## src/rtl/bc_polinomio.sv

```systemverilog
// Control block for the Horner-form polynomial datapath: ((A*X)+B)*X + C on one shared ALU.
// Optional sticky overflow flag (erro) is built only when BC_OVF_EN is defined.
module bc_polinomio #(
   parameter int MUL_LAT = 1
) (
   input  logic       ck,
   input  logic       rst,
   input  logic       inicio,
   input  logic       ovf,
   output logic       pronto,
   output logic       ocupado,
   output logic       ld_ent,
   output logic       sel_a,
   output logic [1:0] sel_b,
   output logic       op,
   output logic       ld_acc,
   output logic       ld_res,
   output logic       erro
);

   // state | meaning
   // IDLE  | waiting for inicio
   // LOAD  | BO captures X, A, B, C
   // MUL1  | ACC <= RA * RX, held MUL_LAT cycles
   // ADD1  | ACC <= ACC + RB
   // MUL2  | ACC <= ACC * RX, held MUL_LAT cycles
   // ADD2  | Resultado <= ACC + RC
   // DONE  | pronto high until inicio drops
   typedef enum logic [2:0] {
      IDLE = 3'd0,
      LOAD = 3'd1,
      MUL1 = 3'd2,
      ADD1 = 3'd3,
      MUL2 = 3'd4,
      ADD2 = 3'd5,
      DONE = 3'd6
   } state_t;

   localparam logic [3:0] CNT_LAST = 4'(MUL_LAT - 1);

   generate
      if (MUL_LAT < 1 || MUL_LAT > 15) begin : g_bad_lat
         $error("bc_polinomio: MUL_LAT must be in 1..15");
      end
   endgenerate

   state_t     state_q, state_d;
   logic [3:0] cnt_q, cnt_d;
   logic       in_mul;
   logic       cnt_last;

   assign in_mul   = (state_q == MUL1) || (state_q == MUL2);
   assign cnt_last = (cnt_q == CNT_LAST);

   always_ff @(posedge ck or negedge rst) begin
      if (!rst) begin
         state_q <= IDLE;
         cnt_q   <= '0;
      end else begin
         state_q <= state_d;
         cnt_q   <= cnt_d;
      end
   end

   always_comb begin
      state_d = state_q;
      case (state_q)
         IDLE:    if (inicio) state_d = LOAD;
         LOAD:    state_d = MUL1;
         MUL1:    if (cnt_last) state_d = ADD1;
         ADD1:    state_d = MUL2;
         MUL2:    if (cnt_last) state_d = ADD2;
         ADD2:    state_d = DONE;
         DONE:    if (!inicio) state_d = IDLE;
         default: state_d = IDLE;
      endcase
   end

   // Counter runs only while a MUL step is held; any other cycle leaves it at 0 for the next entry.
   always_comb begin
      cnt_d = '0;
      if (in_mul && !cnt_last) begin
         cnt_d = cnt_q + 4'd1;
      end
   end

   always_comb begin
      pronto  = 1'b0;
      ocupado = 1'b0;
      ld_ent  = 1'b0;
      sel_a   = 1'b0;
      sel_b   = 2'b00;
      op      = 1'b0;
      ld_acc  = 1'b0;
      ld_res  = 1'b0;
      case (state_q)
         LOAD: begin
            ocupado = 1'b1;
            ld_ent  = 1'b1;
         end
         MUL1: begin
            ocupado = 1'b1;
            op      = 1'b1;
            ld_acc  = cnt_last;
         end
         ADD1: begin
            ocupado = 1'b1;
            sel_a   = 1'b1;
            sel_b   = 2'b01;
            ld_acc  = 1'b1;
         end
         MUL2: begin
            ocupado = 1'b1;
            sel_a   = 1'b1;
            op      = 1'b1;
            ld_acc  = cnt_last;
         end
         ADD2: begin
            ocupado = 1'b1;
            sel_a   = 1'b1;
            sel_b   = 2'b10;
            ld_res  = 1'b1;
         end
         DONE: begin
            pronto  = 1'b1;
         end
         default: ;
      endcase
   end

`ifdef BC_OVF_EN
   logic erro_q;

   // Cleared on acceptance; that cycle never loads ACC or Resultado, so no set/clear conflict.
   always_ff @(posedge ck or negedge rst) begin
      if (!rst) begin
         erro_q <= 1'b0;
      end else if (state_q == IDLE && inicio) begin
         erro_q <= 1'b0;
      end else if ((ld_acc || ld_res) && ovf) begin
         erro_q <= 1'b1;
      end
   end

   assign erro = erro_q;
`else
   logic unused_ovf;

   assign unused_ovf = ovf;
   assign erro       = 1'b0;
`endif

endmodule

```

## config.mk

```make
export PLATFORM = sky130hd
export DESIGN_NAME = bc_polinomio
export DESIGN_NICKNAME = d
export VERILOG_FILES = /design/src/rtl/bc_polinomio.sv
export SDC_FILE = /design/constraint.sdc
export NUM_CORES = 1
export LEC_CHECK = 0
export CORE_AREA = 5 5 42 44
export DETAILED_ROUTE_END_ITERATION = 16
export DIE_AREA = 0 0 47 49
export DONT_BUFFER_PORTS = 1
export GPL_TIMING_DRIVEN = 0
export PLACE_DENSITY = 0.49
export SLEW_MARGIN = 0
export SYNTH_ARGS = -nofsm -noshare
export SYNTH_HDL_FRONTEND = slang
export SYNTH_SLANG_ARGS = --single-unit
```

## constraint.sdc

```tcl
create_clock -name ck -period 1.2 [get_ports ck]
set_input_delay 0.24 -clock ck [delete_from_list [all_inputs] [get_ports ck]]
set_output_delay 0.24 -clock ck [all_outputs]
set_load 0.02 [all_outputs]
```

# Yosys cells after proc, flatten, opt, wreduce, memory -nomap -nowiden
# Index checks and enable logic that the tools add are counted.
# W data, S select, Z words.
dict set report classes {
  n_div 0
  eq_ne 10
  n_mux 14
  reduce_logical 9
  n_addsub 1
  shift 0
  n_bitwise 0
  order_cmp 0
  multipliers 0
}
# cell n
set ops {}
lappend ops {{$pmux W3 S7} 1}
lappend ops {{$mux W3} 4}
lappend ops {{$eq A3 B3 Y1 const B} 3}
lappend ops {{$ne A2 B2 Y1 const B} 4}
lappend ops {{$eq A3 B2 Y1 const B} 2}
lappend ops {{$mux W1} 6}
lappend ops {{$reduce_or A5 Y1} 1}
lappend ops {{$add A4 B1 Y4 const B} 1}
lappend ops {{$logic_not A4 Y1} 1}
lappend ops {{$mux W4} 1}
lappend ops {{$pmux W2 S2} 1}
lappend ops {{$reduce_and A4 Y1} 1}
lappend ops {{$eq A3 B1 Y1 const B} 1}
lappend ops {{$logic_not A3 Y1} 1}
lappend ops {{$reduce_or A3 Y1} 1}
lappend ops {{$pmux W1 S2} 1}
lappend ops {{$reduce_or A2 Y1} 1}
lappend ops {{$logic_and A1 B1 Y1} 1}
lappend ops {{$logic_not A1 Y1} 1}
lappend ops {{$logic_or A1 B1 Y1} 1}
dict set report word_totals {
  mem_count 0
  latch_bits 0
  output_inout_bits 10
  romBits 0
  mem_bits_rw 0
  register_bits 7
  elab_cells 36
  inputBits 4
}

# Depth between registers and ports, before layout
# Gate-level depths: netlist (run 1).
dict set report logic_depth {
  ltp_word 4
  ltp_mapped 4
}

# Least setup slack after synthesis (run 1)
# No wires, ideal clock.
dict set report synth_timing {
  path_type {register to output}
  start {register state_q[1]}
  end {output port ld_acc}
  path_slack_ns -0.217
  path_stages_with_launch 4
  path_buffers 0
  t_required_ns 0.960
  t_arrival_ns 1.177
  cell_sequence {dfrtp_1 -> nand2b_1 -> a21o_4 -> o21ai_1}
}
dict set report synth_between {
  elab_chain_cells 3
}
# element line
set synth_rtl {}
lappend synth_rtl {{start: declaration} 47} ;# state_t state_q, state_d;
lappend synth_rtl {{start signal: assignment} 60} ;# state_q <= state_d;
lappend synth_rtl {{$eq A3 B2 Y1 / $eq A3 B3 Y1 (equally long branches)} 96} ;# case (state_q)
lappend synth_rtl {{$reduce_or A2 Y1 (no line)} n/a}
lappend synth_rtl {{$pmux W1 S2 (*)} 96}
lappend synth_rtl {{end: declaration} 16} ;# output logic ld_acc,
# Mark *: on every way between the ends. The rest lies on a longest branch, timed or not.

# Worst setup path after layout (run 1)
# Same ends and word-level chain as after synthesis.

==> metrics.csv, run 1 <==
metric;value;unit
largest net degree at the start of global routing;8;
Clock Skew;0.002519;ns
die height;49;um
final setup fails;11;
number of global-route vias before repair;359;
Final Routed Wirelength;927;um
final core area utilization;48.75;%
chip width;47;um
Comb pwr share;67.6;%
failing checks;setup timing;
M2 GR Usage;15.84;%
ANT cells;0;
root buffer cell;clkbuf_4;
routed len/inst;11.73;um
Total Neg Setup Slack;-1.937;ns
post-synth top area cell;dfrtp_1;
Main synth FF type;dfrtp_1;
final instance area;683.2;um2
clock network latency to the later pin of the worst-skew pair;0.24;ns
CTS tree;built;
Crit path largest cell delay;0.44;ns
cells after synthesis;47;
period utilisation layout;125.1;%
first-pass GRT wire length;1.662;mm
Syn. warnings;0;
Post-synth ARST share;100.0;%
Num CTS Buffers;3;
post-route ant nets;0;
crit path DAT;1.26;ns
RSZ-0062 raised after global routing;yes;
Net Count, Synth;53;
leakage;0.3169;nW
Sink Count;7;
total internal power;1.019;mW
row cnt;14;
Fin. Hold Viols;0;
Sw Share;45.13;%
count leader, synth;dfrtp_1;
Longest Clk Path Bufs;2;
pre-CTS setup slack;-0.1380;ns
min-delay src;inicio;
port bufs;0;
GRT met1 Usage;11.88;%
Final Critical Period;1.501;ns
Max VDD drop;0.001358;V
drt first pass iters;3;
Most Crowded Layer GR;met2;
synthesis-stage register bit count;7;
Area contributors post-synth;dfrtp_1 42%, ha_1 6.0%, nand2b_1 6.0%;
Final Total Pwr;1.857;mW
# fillers;135;
Area after DPL;457.9;um2
Post-synth top cells;7 x dfrtp_1, 6 x nor2_1, 5 x inv_1;
vias post-DR;354;
Avg Cell Area, Syn;8.918;um2
Starting Density;29.91;%
Flop pwr share;21.6;%
All-Layer GR Usage;10.28;%
Psw;0.8378;mW
Initial DRC Count;1;
Top Ports;14;
Worst Setup Path Type;flip-flop to primary output;
H-tree levels;1;
Synth cell types;22;
Slowest cell on crit path;dfrtp_2;
Final #Nets;70;
initial antenna violation count;0;
Cell Pwr Density;2718;nW/um2
max capacitance violation total;0;
worst setup path startpoint;state_q[1];
total congestion overflow;0;
Worst Setup End Kind;primary output;
Hold Crit Class;input port to flip-flop;
outcome;complete, but fails checks;
top-area cell type share of the netlist area;41.79;%
FF-to-FF Start;state_q[1];
setup ws final;-0.3013;ns
DRC Markers;0;
clock power share;10.8;%
Max Freq;0.6661;GHz
Mapped Area;419.2;um2
Synth-to-Final Area Change;62.99;%
grt met3 use;3.690;%
Core Box Area;1401;um2
GP Congestion;0.7248;
EDFF count, synth;0;
post-synthesis sequential area ratio;41.79;%
clock slew at reported path FFs;0.05;ns
Slew Limit Fails;0;
die area;2303;um2
CP Max Fanout;6;
CP cell instances;nand2b_4 -> a21o_4 -> o21ai_4;
share of layout cells above drive strength 1;60.32;%
startpoint types;flip-flop;
CP required;0.96;ns
routed vias/inst;4.481;
## registers in the layout, indices dropped and copies added (netlist names)
register	flops
state_q	3
cnt_q	4
## layer usage
layer / share of wire (%) / routed length [um]
met2: 51 / 475
met5: 0 / 0
met1: 41 / 383
met4: 2.0 / 19
met3: 5.2 / 48
## worst paths after layout
check,slack (ns),end,depth (start not counted)
max,-0.30,ld_acc,3
min reg2reg,0.50,cnt_q[0],1
min in group asynchronous,0.33,cnt_q[2],1
min,0.19,state_q[1],2
max in group asynchronous,0.61,state_q[2],1
max reg2reg,-0.18,state_q[0],4
## cell families after synthesis
group,synth area share (%)
other,0.8947
buffers and inverters,9.553
XOR/XNOR,4.180
AND/OR/NAND/NOR,26.27
adder cells (fa/ha/maj),5.969
AO/OA/AOI/OAI,11.34
flip-flops,41.79
## power groups by stage
stage / Clock, mW / Combinational, mW / Sequential, mW
2_1_floorplan: 0 / 0.567 / 0.356
3_3_place_gp: 0 / 0.627 / 0.377
3_5_place_dp: 0 / 0.626 / 0.380
4_1_cts: 0.210 / 1.15 / 0.390
5_1_grt: 0.232 / 1.33 / 0.409
6_report: 0.201 / 1.25 / 0.401
## final cells by class
cell class	instances	area (um2)	share of cell area, %
Sequential cell	7	178.9	26.19
Buffer	2	18.77	2.747
Inverter	6	37.54	5.495
Clock buffer	4	26.28	3.846
Multi-Input combinational cell	32	296.5	43.41
Timing Repair Buffer	12	105.1	15.38
Tap cell	16	20.02	2.930
## metrics by stage
stage	hold slack [ns]	cells
2_1_floorplan	-0.05559	47
3_3_place_gp	-0.05542	63
3_5_place_dp	-0.05537	63
4_1_cts	0.1841	77
5_1_grt	0.1822	79
6_report	0.1916	79
## repair_timing
| item | 4_1_cts | 5_1_grt |
|---|---|---|
| pin swaps | 4 | 4 |
| setup buffers | 9 | 2 |
| hold endpoints to repair | 7 | 0 |
| resized for setup | 22 | 5 |
| endpoints found under the setup margin | 11 | 14 |
| hold buffers | 1 | 0 |
## worst max-delay path: cells and delay by family (launching register included)
| kind | cells | cell delay (ns) |
|---|---|---|
| DFF | 1 | 0.44 |
| and+or+nand+nor | 1 | 0.15 |
| AOI/OAI and AO/OA | 2 | 0.42 |
## layout by cell type, fill, tap and decap left out
cell | netlist | final
inv_8 | 0 | 1
conb_1 | 1 | 1
inv_6 | 0 | 1
inv_1 | 5 | 3
nand2b_4 | 0 | 3
o21ai_0 | 2 | 2
or4_4 | 0 | 1
nand3_1 | 2 | 1
nand2_2 | 0 | 1
nor3_2 | 2 | 2
clkbuf_4 | 0 | 3
nand2_1 | 2 | 1
nand3_4 | 0 | 1
inv_4 | 1 | 1
buf_6 | 0 | 1
buf_4 | 2 | 11
and2_1 | 1 | 1
nand2b_1 | 4 | 1
nor2_1 | 6 | 2
dfrtp_1 | 7 | 4
o21ai_4 | 0 | 1
dfrtp_2 | 0 | 3
o21ai_1 | 2 | 1
a21o_1 | 1 | 1
nor2_4 | 0 | 3
dlygate4sd3_1 | 0 | 1
a21oi_2 | 0 | 1
a21o_4 | 1 | 1
clkbuf_1 | 0 | 1
nor2_2 | 0 | 1
xor2_1 | 1 | 1
nor3_4 | 0 | 1
ha_1 | 2 | 2
buf_12 | 0 | 1
xnor2_1 | 1 | 1
and3_1 | 1 | 1
Power figures use the tool's default switching activity.
==> run 2: changes to the inputs <==
CTS_BUF_LIST = sky130_fd_sc_hd__clkbuf_8   (was not set)
==> run 2 against run 1 <==
Compared with the run above: the run still ends with setup timing left; register-to-register slack is essentially flat; hold slack better by 0.023 ns; die area is the same; combinational power hardly changed; critical endpoint unchanged; via count increased by 0.28%; fmax up 1.7%; flip-flop and latch count did not move; utilization rose by 1.2 points.
==> metrics.csv, run 2 (same netlist as run 1, synthesis figures left out) <==
metric;value;unit;change
number of global-route vias before repair;361;;+0.56%
port bufs;0;;unchanged
clock network latency to the later pin of the worst-skew pair;0.22;ns;-0.02 ns
largest net degree at the start of global routing;8;;unchanged
commonest non-fill, non-tap cell in the layout;buf_4;;
DRC Markers;0;;unchanged
clock slew at reported path FFs;0.04;ns;about the same
Flop pwr share;20.5;%;-1.1 points
crit path DAT;1.24;ns;-0.02 ns
r2r endpoint;state_q[0];;
failing checks;setup timing;;
Hold Crit Class;input port to flip-flop;;
Sw Share;43.30;%;-1.8 points
Highest Signal Layer;met4;;
Max Freq;0.6772;GHz;+1.7%
Fin. Hold Viols;0;;unchanged
max FFs per register;4;;unchanged
Comb pwr share;63.7;%;-3.9 points
area occupied by multi-input gates;294.0;um2;-0.84%
outcome;complete, but fails checks;;
Worst Setup End Kind;primary output;;
drt first pass iters;3;;unchanged
placed cell count;63;;unchanged
met1 wire length;380;um;-0.78%
FF-to-FF setup slack;-0.18;ns;about the same
chip width;47;um;unchanged
Initial DRC Count;3;;+2
Worst Setup Path Type;flip-flop to primary output;;
Final Routed Wirelength;928;um;+0.11%
All-Layer GR Usage;10.84;%;+0.57 points
R2R cell count;4;;unchanged
share of layout cells above drive strength 1;58.73;%;-1.6 points
final core area utilization;49.91;%;+1.2 points
H-tree levels;1;;unchanged
routed len/inst;11.75;um;+0.11%
row cnt;14;;unchanged
Synth-to-Final Area Change;66.87;%;
ANT cells;0;;unchanged
Num CTS Buffers;3;;unchanged
initial antenna violation count;0;;unchanged
setup ws final;-0.2767;ns;+0.02462 ns
vias post-DR;355;;+0.28%
startpoint types;flip-flop;;
Starting Density;29.91;%;unchanged
die area;2303;um2;unchanged
post-route ant nets;0;;unchanged
root buffer cell;clkbuf_8;;
register area;178.9;um2;unchanged
WHS Endpoint;state_q[1];;
RSZ-0062 raised after global routing;yes;;
worst hold slack;0.2147;ns;+0.02310 ns
Longest Clk Path Bufs;2;;unchanged
total internal power;1.113;mW;+9.2%
clock power share;15.8;%;+5.0 points
top flop regs;cnt_q: 4 flops, state_q: 3 flops;;
period utilisation layout;123.1;%;-2.1 points
GP Congestion;0.7248;;unchanged
Cell Pwr Density;2807;nW/um2;+3.3%
Biggest register;cnt_q;;
metal2 WL;459;um;-3.4%
Max VDD drop;0.001543;V;+14%
routed vias/inst;4.494;;+0.28%
total congestion overflow;0;;unchanged
first-pass GRT wire length;1.683;mm;+1.3%
met3 wire length;48;um;unchanged
Top Ports;14;;unchanged
Final Critical Period;1.477;ns;-0.02462 ns
final setup fails;11;;unchanged
leakage;0.3290;nW;+3.8%
max capacitance violation total;0;;unchanged
Non-Filler Instances;79;;unchanged
CP required;0.96;ns;about the same
Psw;0.8500;mW;+1.5%
# fillers;135;;unchanged
CP Max Fanout;6;;unchanged
Final #Nets;70;;unchanged
min-delay src;inicio;;
Clock Skew;0.0002586;ns;-0.002260 ns
WHS Path Cells;2;;unchanged
CTS tree;built;;
Core Box Area;1401;um2;unchanged
die height;49;um;unchanged
most frequent cells in the layout;11 x buf_4, 4 x inv_1, 4 x dfrtp_1;;
Slew Limit Fails;0;;unchanged
FF-to-FF Start;state_q[1];;
Sink Count;7;;unchanged
==> run 2: changes by cell type in the layout (fill, tap and decap cells not counted) <==
cell | previous run | this run
nor2_2 | 1 | 0
clkbuf_4 | 3 | 0
nor2_1 | 2 | 3
clkbuf_8 | 0 | 3
clkbuf_1 | 1 | 0
inv_1 | 3 | 4
==> run 2: layout make-up <==
| cell class | count | area share, % |
|---|---|---|
| buffer | 2 | 2.683 |
| clock buffer | 3 | 5.903 |
| clock inverter | 1 | 0.5367 |
| inverter | 6 | 5.367 |
| multi-input combinational | 32 | 42.04 |
| sequential | 7 | 25.58 |
| tap | 16 | 2.862 |
| timing repair buffer | 12 | 15.03 |
==> run 2: through the flow <==
stage | area [um2] | TNS [ns] | worst slack (ns) | power, mW
2_1_floorplan | 437.9 | -0.06271 | -0.06271 | 0.9230
3_3_place_gp | 457.9 | -0.4308 | -0.1283 | 1.004
3_5_place_dp | 457.9 | -0.4593 | -0.1380 | 1.007
4_1_cts | 666.9 | -1.732 | -0.2978 | 1.868
5_1_grt | 699.4 | -2.144 | -0.3118 | 2.087
6_report | 699.4 | -1.708 | -0.2767 | 1.963
==> run 2: worst max-delay path: stages (launching register included) <==
cell and delay, ns:
dfrtp_2 0.43, nand2b_4 0.15, a21o_4 0.23, o21ai_4 0.19
==> run 2: power groups by stage <==
stage	Combinational [mW]	Clock [mW]	Sequential, mW
after global routing	1.33	0.347	0.410
after floorplan	0.567	0	0.356
after CTS	1.15	0.323	0.391
after detailed placement	0.626	0	0.380
final	1.25	0.310	0.402
after global placement	0.627	0	0.377
==> run 2: how the worst max path moves through the flow <==
stage | startpoint | endpoint | slack, ns | cells after the start
finish | state_q[1] | ld_acc | -0.28 | 3
global route | state_q[2] | ld_acc | -0.31 | 3
CTS | state_q[2] | ld_acc | -0.30 | 3
detailed placement | state_q[1] | ld_acc | -0.14 | 3
global placement | state_q[1] | ld_acc | -0.13 | 3
floorplan | state_q[1] | ld_acc | -0.06 | 3
==> run 2: metal layers <==
metal | vias up | GRT usage, %
li1 | 182 | -
met1 | 160 | 12.33
met2 | 9 | 15.16
met3 | 4 | 3.690
met4 | 0 | 9.677
met5 | - | 0
==> run 2: repair_timing <==
item	in CTS	in global routing
setup endpoints to repair	11	14
endpoints found under the hold margin	7	0
pin swaps	4	4
hold buffers	1	0
setup buffers	9	2
gates resized for setup	22	4
==> run 3: changes to the inputs <==
CORE_AREA = 2 2 39 41   (was 5 5 42 44)
DIE_AREA = 0 0 41 43   (was 0 0 47 49)
PLACE_DENSITY = 0.47   (was 0.49)
clock period = 1.6 ns   (was 1.2 ns; I/O delays follow)
==> run 3 against run 2 <==
Compared with the run above: the flow now finishes without violations; critical path depth did not move; flip-flop and latch count did not move; critical path type unchanged; count of clock-buffer cells in the layout unchanged.
==> metrics.csv, run 3 (same netlist as run 1, synthesis figures left out) <==
metric;value;unit;change
Core Box Area;1384;um2;-1.2%
Area after DPL;439.2;um2;-4.1%
kind of cell adding the most delay to the critical path;compound AO/OA/AOI/OAI gates;;
Final Critical Period;1.597;ns;
GP Congestion;0.6668;;-8.0%
CP cell instances;nand2b_4 -> a21o_4 -> o21ai_4;;
Initial DRC Count;1;;-2
final instance area;568.0;um2;-19%
Max VDD drop;0.001043;V;-32%
H-tree levels;1;;unchanged
root buffer cell;clkbuf_8;;
FF-to-FF setup slack;0.38;ns;+0.56 ns
first-pass GRT wire length;1.235;mm;-27%
CTS tree;built;;
post-route ant nets;0;;unchanged
Starting Density;30.29;%;+0.38 points
ANT cells;0;;unchanged
Final HPWL DP;527.7;um;
Top Ports;14;;unchanged
worst setup path startpoint;state_q[1];;
largest net degree at the start of global routing;10;;+2
Critical Path Sink;ld_acc;;
Hold Crit Class;input port to flip-flop;;
Total Neg Setup Slack;0;ns;+1.708 ns
RSZ-0062 raised after global routing;yes;;
All-Layer GR Usage;10.45;%;-0.40 points
Slew Limit Fails;0;;unchanged
final core area utilization;41.05;%;-8.9 points
leakage;0.2783;nW;-15%
Worst Setup Path Type;flip-flop to primary output;;
CP required;1.28;ns;+0.32 ns
Non-Filler Instances;72;;-8.9%
most frequent cells in the layout;6 x buf_4, 5 x inv_1, 5 x nor2_1, 5 x dfrtp_1, 3 x clkbuf_8;;
clock slew at reported path FFs;0.04;ns;about the same
initial antenna violation count;0;;unchanged
total congestion overflow;0;;unchanged
drt first pass iters;2;;-1
Worst Setup End Kind;primary output;;
Biggest register;cnt_q;;
crit path DAT;1.28;ns;+0.04 ns
DRC Markers;0;;unchanged
Longest Clk Path Bufs;2;;unchanged
R2R cell count;4;;unchanged
max capacitance violation total;0;;unchanged
stages on the worst setup path;3;;unchanged
clock network latency to the later pin of the worst-skew pair;0.22;ns;about the same
vias post-DR;323;;-9.0%
Final Routed Wirelength;774;um;-17%
worst hold slack;0.2966;ns;+0.08196 ns
routed len/inst;10.75;um;-8.5%
Num CTS Buffers;3;;unchanged
port bufs;0;;unchanged
Crit path buffers/inverters;0;;unchanged
Max Freq;0.6260;GHz;
period utilisation layout;99.83;%;
Slowest cell on crit path;dfrtp_2;;
max FFs per register;4;;unchanged
Sink Count;7;;unchanged
CP Max Fanout;7;;+1
die area;1763;um2;-23%
commonest non-fill, non-tap cell in the layout;buf_4;;
final setup fails;0;;-11
r2r endpoint;cnt_q[0];;
placed cell count;63;;unchanged
chip width;41;um;-13%
Crit path largest cell delay;0.44;ns;about the same
outcome;complete, no violations;;
Clock Skew;0.003932;ns;+0.003673 ns
FF-to-FF Start;state_q[1];;
Final #Nets;63;;-10%
Cell Pwr Density;1992;nW/um2;-29%
row cnt;14;;unchanged
startpoint types;flip-flop;;
top flop regs;cnt_q: 4 flops, state_q: 3 flops;;
Fin. Hold Viols;0;;unchanged
routed vias/inst;4.486;;-0.17%
die height;43;um;-12%
number of global-route vias before repair;276;;-24%
Synth-to-Final Area Change;35.52;%;
share of layout cells above drive strength 1;39.29;%;-19 points
-- run 3: timing repair --
| item | in CTS | in global routing |
|---|---|---|
| hold buffers | 1 | 0 |
| hold endpoints to repair | 7 | 0 |
| cloned | 0 | 0 |
| setup endpoints to repair | 2 | 4 |
| buffers inserted | 0 | 4 |
| resized for setup | 6 | 5 |
| pin swaps | 1 | 2 |
-- run 3: through the flow --
stage                     total power, mW  setup WS [ns]
after floorplan                    0.6504         0.1031
after global routing                1.201       -0.03352
after CTS                           1.003       -0.03113
final                               1.132       0.002651
after detailed placement           0.7040        0.01907
after global placement             0.7032        0.02275
-- run 3: power breakdown --
part	internal (mW)	leakage, nW	switching, mW
clock	0.166	0.0269	0.0744
sequential	0.220	0.0907	0.0741
combinational	0.241	0.161	0.356
-- run 3: how the worst min path moves through the flow --
stage | start | end | depth (start not counted)
after floorplan | rst | cnt_q[0] | 0
after global placement | rst | cnt_q[0] | 0
after detailed placement | rst | cnt_q[0] | 0
after CTS | inicio | state_q[1] | 2
after global routing | inicio | state_q[1] | 2
final | inicio | state_q[1] | 2
-- run 3: routing by layer --
metal	share of wire [%]	track usage, %	routed length (um)
met4	0	6.000	0
met3	3.5	3.665	27
met2	51	12.50	392
met1	46	15.61	355
met5	0	0	0
-- run 3: final cells by class --
class / instances / area (um2)
clock buffers: 3 / 41.29
flip-flops and latches: 7 / 177.7
multi-input cells: 32 / 245.2
inverters: 6 / 25.02
plain buffers: 2 / 15.01
repair buffers: 5 / 40.04
fillers: 134 / 815.8
well taps: 16 / 20.02
clock inverters: 1 / 3.754
